## src/rtl/ram_reader.sv

```systemverilog
// Sequential BRAM read engine: streams `length` words from `base_addr` out on a
// valid/ready interface through a 2-entry buffer that absorbs BRAM read latency.
module ram_reader #(
  parameter int WIDTH      = 32,
  parameter int ADDR_WIDTH = 9
) (
  input  logic                  clk,
  input  logic                  rst,
  input  logic                  start,
  input  logic [ADDR_WIDTH-1:0] base_addr,
  input  logic [ADDR_WIDTH:0]   length,
  output logic                  busy,
  output logic                  done,
  output logic [ADDR_WIDTH-1:0] mem_addr,
  output logic                  mem_rd_en,
  input  logic [WIDTH-1:0]      mem_dout,
  output logic [WIDTH-1:0]      out_data,
  output logic                  out_valid,
  input  logic                  out_ready,
  output logic                  out_last
);

  typedef enum logic [1:0] {IDLE, READ, DRAIN, DONE} state_t;

  state_t                state, state_nxt;
  logic [ADDR_WIDTH-1:0] base_q;
  logic [ADDR_WIDTH:0]   len_q;
  logic [ADDR_WIDTH:0]   rd_cnt;
  logic [ADDR_WIDTH:0]   beat_cnt;
  logic                  inflight;
  logic [WIDTH-1:0]      buf_mem [2];
  logic                  rd_ptr;
  logic                  wr_ptr;
  logic [1:0]            occ;
  logic                  pop;
  logic                  push;
  logic                  accept;
  logic [2:0]            occ_proj;
  logic [ADDR_WIDTH:0]   rd_cnt_nxt;
  logic [ADDR_WIDTH:0]   beat_cnt_nxt;

  assign out_valid    = (occ != 2'd0);
  assign pop          = out_valid & out_ready;
  assign push         = inflight;
  assign out_data     = buf_mem[rd_ptr];
  assign out_last     = out_valid & (beat_cnt == (len_q - {{ADDR_WIDTH{1'b0}}, 1'b1}));
  assign mem_addr     = base_q + rd_cnt[ADDR_WIDTH-1:0];
  assign busy         = (state != IDLE);
  assign done         = (state == DONE);
  // Occupancy once this cycle's arriving word and departing beat are accounted for.
  assign occ_proj     = {1'b0, occ} + {2'b00, inflight} - {2'b00, pop};
  assign rd_cnt_nxt   = rd_cnt + {{ADDR_WIDTH{1'b0}}, mem_rd_en};
  assign beat_cnt_nxt = beat_cnt + {{ADDR_WIDTH{1'b0}}, pop};

  always_comb begin
    state_nxt = state;
    mem_rd_en = 1'b0;
    accept    = 1'b0;
    case (state)
      IDLE: begin
        if (start) begin
          accept = 1'b1;
          // Zero-length requests pass through DRAIN so done lands two cycles after start.
          state_nxt = (length == '0) ? DRAIN : READ;
        end
      end
      READ: begin
        mem_rd_en = (rd_cnt < len_q) && (occ_proj < 3'd2);
        if (rd_cnt_nxt == len_q) state_nxt = DRAIN;
      end
      DRAIN: begin
        if (beat_cnt_nxt == len_q) state_nxt = DONE;
      end
      DONE: begin
        state_nxt = IDLE;
      end
      default: state_nxt = IDLE;
    endcase
  end

  always_ff @(posedge clk or posedge rst) begin
    if (rst) begin
      state    <= IDLE;
      base_q   <= '0;
      len_q    <= '0;
      rd_cnt   <= '0;
      beat_cnt <= '0;
      inflight <= 1'b0;
      rd_ptr   <= 1'b0;
      wr_ptr   <= 1'b0;
      occ      <= '0;
      for (int unsigned i = 0; i < 2; i++) buf_mem[i] <= '0;
    end else begin
      state    <= state_nxt;
      inflight <= mem_rd_en;
      if (accept) begin
        base_q   <= base_addr;
        len_q    <= length;
        rd_cnt   <= '0;
        beat_cnt <= '0;
      end else begin
        rd_cnt   <= rd_cnt_nxt;
        beat_cnt <= beat_cnt_nxt;
      end
      if (push) begin
        buf_mem[wr_ptr] <= mem_dout;
        wr_ptr          <= ~wr_ptr;
      end
      if (pop) rd_ptr <= ~rd_ptr;
      occ <= occ + {1'b0, push} - {1'b0, pop};
    end
  end

endmodule
```

## config.mk

```make
export PLATFORM = sky130hd
export DESIGN_NAME = ram_reader
export DESIGN_NICKNAME = d
export VERILOG_FILES = /design/src/rtl/ram_reader.sv
export SDC_FILE = /design/constraint.sdc
export NUM_CORES = 1
export LEC_CHECK = 0
export CORE_ASPECT_RATIO = 0.8
export CORE_MARGIN = 1.5
export CORE_UTILIZATION = 55
export DETAILED_ROUTE_END_ITERATION = 12
export PLACE_DENSITY = 0.79
export SLEW_MARGIN = 20
export SYNTH_ARGS = -nofsm -noshare
export SYNTH_HDL_FRONTEND = slang
export SYNTH_SLANG_ARGS = --single-unit
```

## constraint.sdc

```tcl
create_clock -name clk -period 9 [get_ports clk]
set_input_delay 1.8 -clock clk [delete_from_list [all_inputs] [get_ports clk]]
set_output_delay 1.8 -clock clk [all_outputs]
set_load 0.02 [all_outputs]
```

# Word level (Yosys, flattened, before mapping)

Index checks and enable logic that the tools add are counted.

Register bits: 110
Input bits: 55
Output and inout port bits: 46
Word-level logic and storage cells: 62

$add $sub $neg: 8
Magnitude comparators: 5
Equal/unequal tests: 9
Mux-type cells: 16
Bitwise gates (word level): 6
Reductions and logical operators: 7

Operator list:

| cell                                                                  | count |
|---|---|
| 32-bit two-way mux                                                    | 4 |
| 64-bit bitwise mux                                                    | 1 |
| 32-bit demux with 1-bit select                                        | 1 |
| 10-bit equality test                                                  | 3 |
| 10-bit by 1-bit adder with 10-bit output                              | 2 |
| 10-bit two-way mux                                                    | 2 |
| 10-bit logical NOT                                                    | 1 |
| 10-bit < comparator                                                   | 1 |
| 10-bit by 1-bit subtractor with 10-bit output (second input constant) | 1 |
| 9-bit adder                                                           | 1 |
| 2-bit two-way mux                                                     | 4 |
| 2-bit one-hot mux with 4 select lines                                 | 1 |
| 2-bit inequality test (second input constant)                         | 3 |
| 2-bit equality test (second input constant)                           | 2 |
| 2-bit >= comparator (second input constant)                           | 2 |
| 1-bit inverter with 2-bit output                                      | 2 |
| 2-bit nonzero test                                                    | 2 |
| 2-bit by 1-bit adder with 3-bit output                                | 1 |
| 3-bit by 2-bit < comparator with 1-bit output (second input constant) | 1 |
| 1-bit two-way mux                                                     | 3 |
| 3-bit AND reduction                                                   | 1 |
| 3-bit by 1-bit subtractor with 3-bit output                           | 1 |
| 2-bit by 1-bit adder with 2-bit output                                | 1 |
| 1-bit AND                                                             | 2 |
| other kinds (6)                                                       | 8 |

# Depth between registers and ports, before layout

Word-level depth: 10
Gate-level depth with buffers: 18
Gate-level depth less buffers: 18

# Worst setup path after synthesis

OpenSTA, ideal clock, no wires.

Path type: input -> register
Start point: input out_ready
End point: register state[1]
Library setup time: 0.125 ns
Arrival: 4.953 ns
Setup slack: 3.921 ns
Cell stages on the path: 17
Buffers on the path: 0
Path through: nand2_1 > mux2i_1 > ha_1 > inv_1 > fa_1 > xor2_1 > nor3_1 > o211a_1 > ha_1 > ha_1 > nand2_1 > or3_1 > xor2_1 > o2111ai_1 > nor4_1 > o21ai_2 > mux2_4

Word-level cells in the longest chain between the ends: 9
Elaborated cells on any way between the ends: 12

RTL lines:

| item                                          | RTL line | text |
|---|---|---|
| from (decl)                                   | 19       | `input logic out_ready,` |
| 1-bit AND                                     | 43       | `assign pop = out_valid & out_ready;` |
| 3-bit by 1-bit subtractor with 3-bit output   | 51       | `assign occ_proj = {1'b0, occ} + {2'b00, inflight} - {2'b00, pop};` |
| 3-bit by 2-bit < comparator with 1-bit output | 68       | `mem_rd_en = (rd_cnt < len_q) && (occ_proj < 3'd2);` |
| 1-bit logical AND                             | 68       |  |
| 1-bit two-way mux                             | 59       | `case (state)` |
| net mem_rd_en                                 | 15       | `output logic mem_rd_en,` |
| 10-bit by 1-bit adder with 10-bit output      | 52       | `assign rd_cnt_nxt = rd_cnt + {{ADDR_WIDTH{1'b0}}, mem_rd_en};` |
| 10-bit equality test                          | 69       | `if (rd_cnt_nxt == len_q) state_nxt = DRAIN;` |
| 2-bit inequality test (no source line)        | --       |  |
| 3-bit AND reduction (no source line)          | --       |  |
| to (signal assigned)                          | 94       | `state <= state_nxt;` |
| to (decl)                                     | 25       | `state_t state, state_nxt;` |

The timed path passes the listed nets, and every way through them passes these cells.
A chain may end at the register's enable or synchronous reset.

# Final worst setup path

Start point: input out_ready
End point: output mem_rd_en

Word-level cells in the longest chain between the ends: 5

RTL lines:

| item                                          | RTL line |
|---|---|
| 1-bit AND                                     | 43 |
| 3-bit by 1-bit subtractor with 3-bit output   | 51 |
| 3-bit by 2-bit < comparator with 1-bit output | 68 |
| 1-bit logical AND                             | 68 |
| 1-bit two-way mux                             | 59 |
| to (decl)                                     | 15 |

No other way between the ends.

==> impl_metrics.tcl <==
set metrics [dict create \
    dr.pass1.iters 4 \
    core_um2 10400 \
    num_vias 4345 \
    grt_pass1_wl_um 21200 \
    netlist_area_um2 6010 \
    synthCells 546 \
    antenna_found_initial 0 \
    fmax_ghz 0.159 \
    period_share_pct 69.9 \
    reg2regPathDepth 18 \
    route.detailed.drc 0 \
    yosysTopAreaCell "dfrtp_1" \
    max_slew_margin_pct 45.5 \
    r2r-end "state[1]" \
    ios 101 \
    gp_congestion 0.885 \
    finalSetupViolCount 0 \
    place_ws_ps 2750 \
    ys_seq_area_share_pct 45.8 \
    cts_inserted_buffers 9 \
    r2r-start "occ[1]" \
    post_drt_via_cell_ratio 5.56 \
    start_util_pct 57.6 \
    p_seq_share_pct 32.4 \
    antenna_cells 0 \
    cap_viol_max_count 0 \
    slew_violations 0 \
    die_w_um 120 \
    whs_ps 474 \
    drt-total-wl_um 13200 \
    postCtsSetupRepairBufs 0 \
    grt_max_degree 67 \
    drt_iter0_drc 255 \
    num_rows 33 \
    fin_nets 721 \
    p_sw_mw 1.02 \
    clk_path_buf_depth 2 \
    dieArea_um2 11600 \
    grt_usage_pct 23.4 \
    htree_num_levels 3 \
    critPathCaptureType "output pin" \
    fin_skew_ps 7.58 \
    hold_path.class "register to register" \
    p_leak_nw 3.25 \
    cp-start-kind "primary input" \
    grt_pass1_vias 4390 \
    yosysMostFrequentCell "dfrtp_1" \
    synth-async-reset-ratio_pct 100 \
    netSwitchingFraction_pct 37.4 \
    num-fill-cells 757 \
    port_buffers 100 \
    cts_sinks 110 \
    clock_latency_ps 340 \
    synth_edf_count 0 \
    synth_common_cells "110 x dfrtp_1, 96 x mux2_2, 47 x nand2_1" \
    rsz0062_at_grt "false" \
    hp-start "rd_ptr" \
    synth-seq-cells 110 \
    area_growth_pct 24.1 \
    grt_overflow 0 \
    powerDensity_nw_per_um2 364 \
    synth_top_cells_by_area "dfrtp_1 46%, mux2_2 18%, ha_1 5.8%, xnor2_1 3.3%, nand2_1 2.9%" \
    worstPathMaxFanout 4 \
    cp.required_ps 7200 \
    ir_drop_mv 0.252 \
    place.detailed.hpwl_um 9620 \
    root_buffer "clkbuf_16" \
    status "finished clean" \
    yosysUniqueCellTypes 53 \
    fin_crit_ps 6290 \
    synth.avg_cell_area_um2 11.0 \
    arrival_ps 4490 \
    ant_nets 0 \
    tns_ps 0 \
    worstSetupPathType "primary input to output pin" \
    wl_per_cell_um 16.9 \
    synth_ff_type "dfrtp_1" \
    ys_warn_count 0 \
    synth_top_cell_area_share_pct 45.8 \
    clk_pin_slew_ps 60 \
    comb_power_share_pct 51.8 \
    die_y_um 96.5 \
    cp-startpoint "out_ready" \
    crit_path_end "mem_rd_en" \
    p_clk_share_pct 15.9 \
    synth_nets 631 \
    tightest_slew_ps 818 \
    power_mw 2.72 \
    internal_power_mw 1.70 \
    cts_resized 0 \
    fin_area_um2 7460 \
    hold_violations 0 \
    cts_tree "built" \
    detailed_place.area_um2 7130 \
    ctsHoldBuffers 0 \
    fin_ws_ps 2710 \
    layout-drive-gt1-share_pct 20.0 \
    rrSetupSlack_ps 4710 \
]
## cell families (layout without fill, tap and decap cells)
group,after synthesis,after routing,share of synthesized area (%)
AOI/OAI and AO/OA,71,71,7.78
xor gates and xnor gates,42,42,6.12
adders and majority gates,30,30,6.49
buffers and inverters,55,150,3.45
DFF,110,110,45.8
muxes,101,101,18.9
and+or+nand+nor,137,137,11.5
## layout make-up
cell class	count	area, um2	share of cell area, %
timing repair buffer	105	1040	13.9
multi-input combinational	381	3060	40.9
sequential	110	2750	36.9
clock buffer	10	239	3.20
inverter	29	111	1.49
clock inverter	6	90.1	1.21
tap	140	175	2.35
## per-stage QoR
step                cells  util, %
floorplan             546        -
global placement      765     68.3
detailed placement    765     68.3
CTS                   781     71.4
global route          781     71.4
finish                781     71.4
## flip-flops by register name, indices dropped and copies added (netlist names)
name,count
state,2
rd_cnt,10
inflight,1
base_q,9
occ,2
buf_mem,64
wr_ptr,1
beat_cnt,10
rd_ptr,1
len_q,10
## per-layer routing
| layer | GRT usage, % | up-vias | wire [um] |
|---|---|---|---|
| li1 | - | 2097 | - |
| met1 | 31.7 | 2119 | 5990 |
| met2 | 37.2 | 110 | 6140 |
| met3 | 6.10 | 19 | 807 |
| met4 | 7.34 | 0 | 235 |
| met5 | 0 | - | 0 |
## placed cells by master (no fill, tap or decap), drive strengths merged, types with 5 or more instances in the layout
cell | netlist | routed
o21ai | 26 | 26
ha | 28 | 28
clkbuf | 19 | 10
nand2 | 47 | 47
xor2 | 19 | 19
nor4 | 5 | 5
a21o | 6 | 6
nor3 | 8 | 8
xnor2 | 23 | 23
nand4 | 5 | 5
a21oi | 14 | 14
clkdlybuf4s50 | 0 | 100
mux2 | 97 | 97
nor2 | 22 | 22
buf | 7 | 5
dfrtp | 110 | 110
inv | 28 | 30
nand3 | 14 | 14
and2 | 9 | 9
## worst max-delay path, cell delays in order
cell	delay (ps)
clkdlybuf4s50_1	470
nand2_1	110
mux2i_1	160
ha_1	160
inv_1	50
fa_1	370
xor2_1	180
nor3_1	250
o211a_1	290
clkdlybuf4s50_1	630
## power groups by stage
| stage | Clock (mW) | Combinational, mW | Sequential [mW] |
|---|---|---|---|
| floorplan | 0 | 0.976 | 0.807 |
| global placement | 0 | 1.37 | 0.866 |
| detailed placement | 0 | 1.40 | 0.885 |
| CTS | 0.442 | 1.42 | 0.876 |
| global route | 0.458 | 1.52 | 0.907 |
| finish | 0.431 | 1.41 | 0.879 |
## worst min-delay path by stage
stage,end,cells past startpoint
after floorplan,wr_ptr,1
final,rd_ptr,1
after detailed placement,rd_ptr,1
after global routing,rd_ptr,1
after CTS,rd_ptr,1
after global placement,base_q[3],2
(Power assumes the default switching activity.)
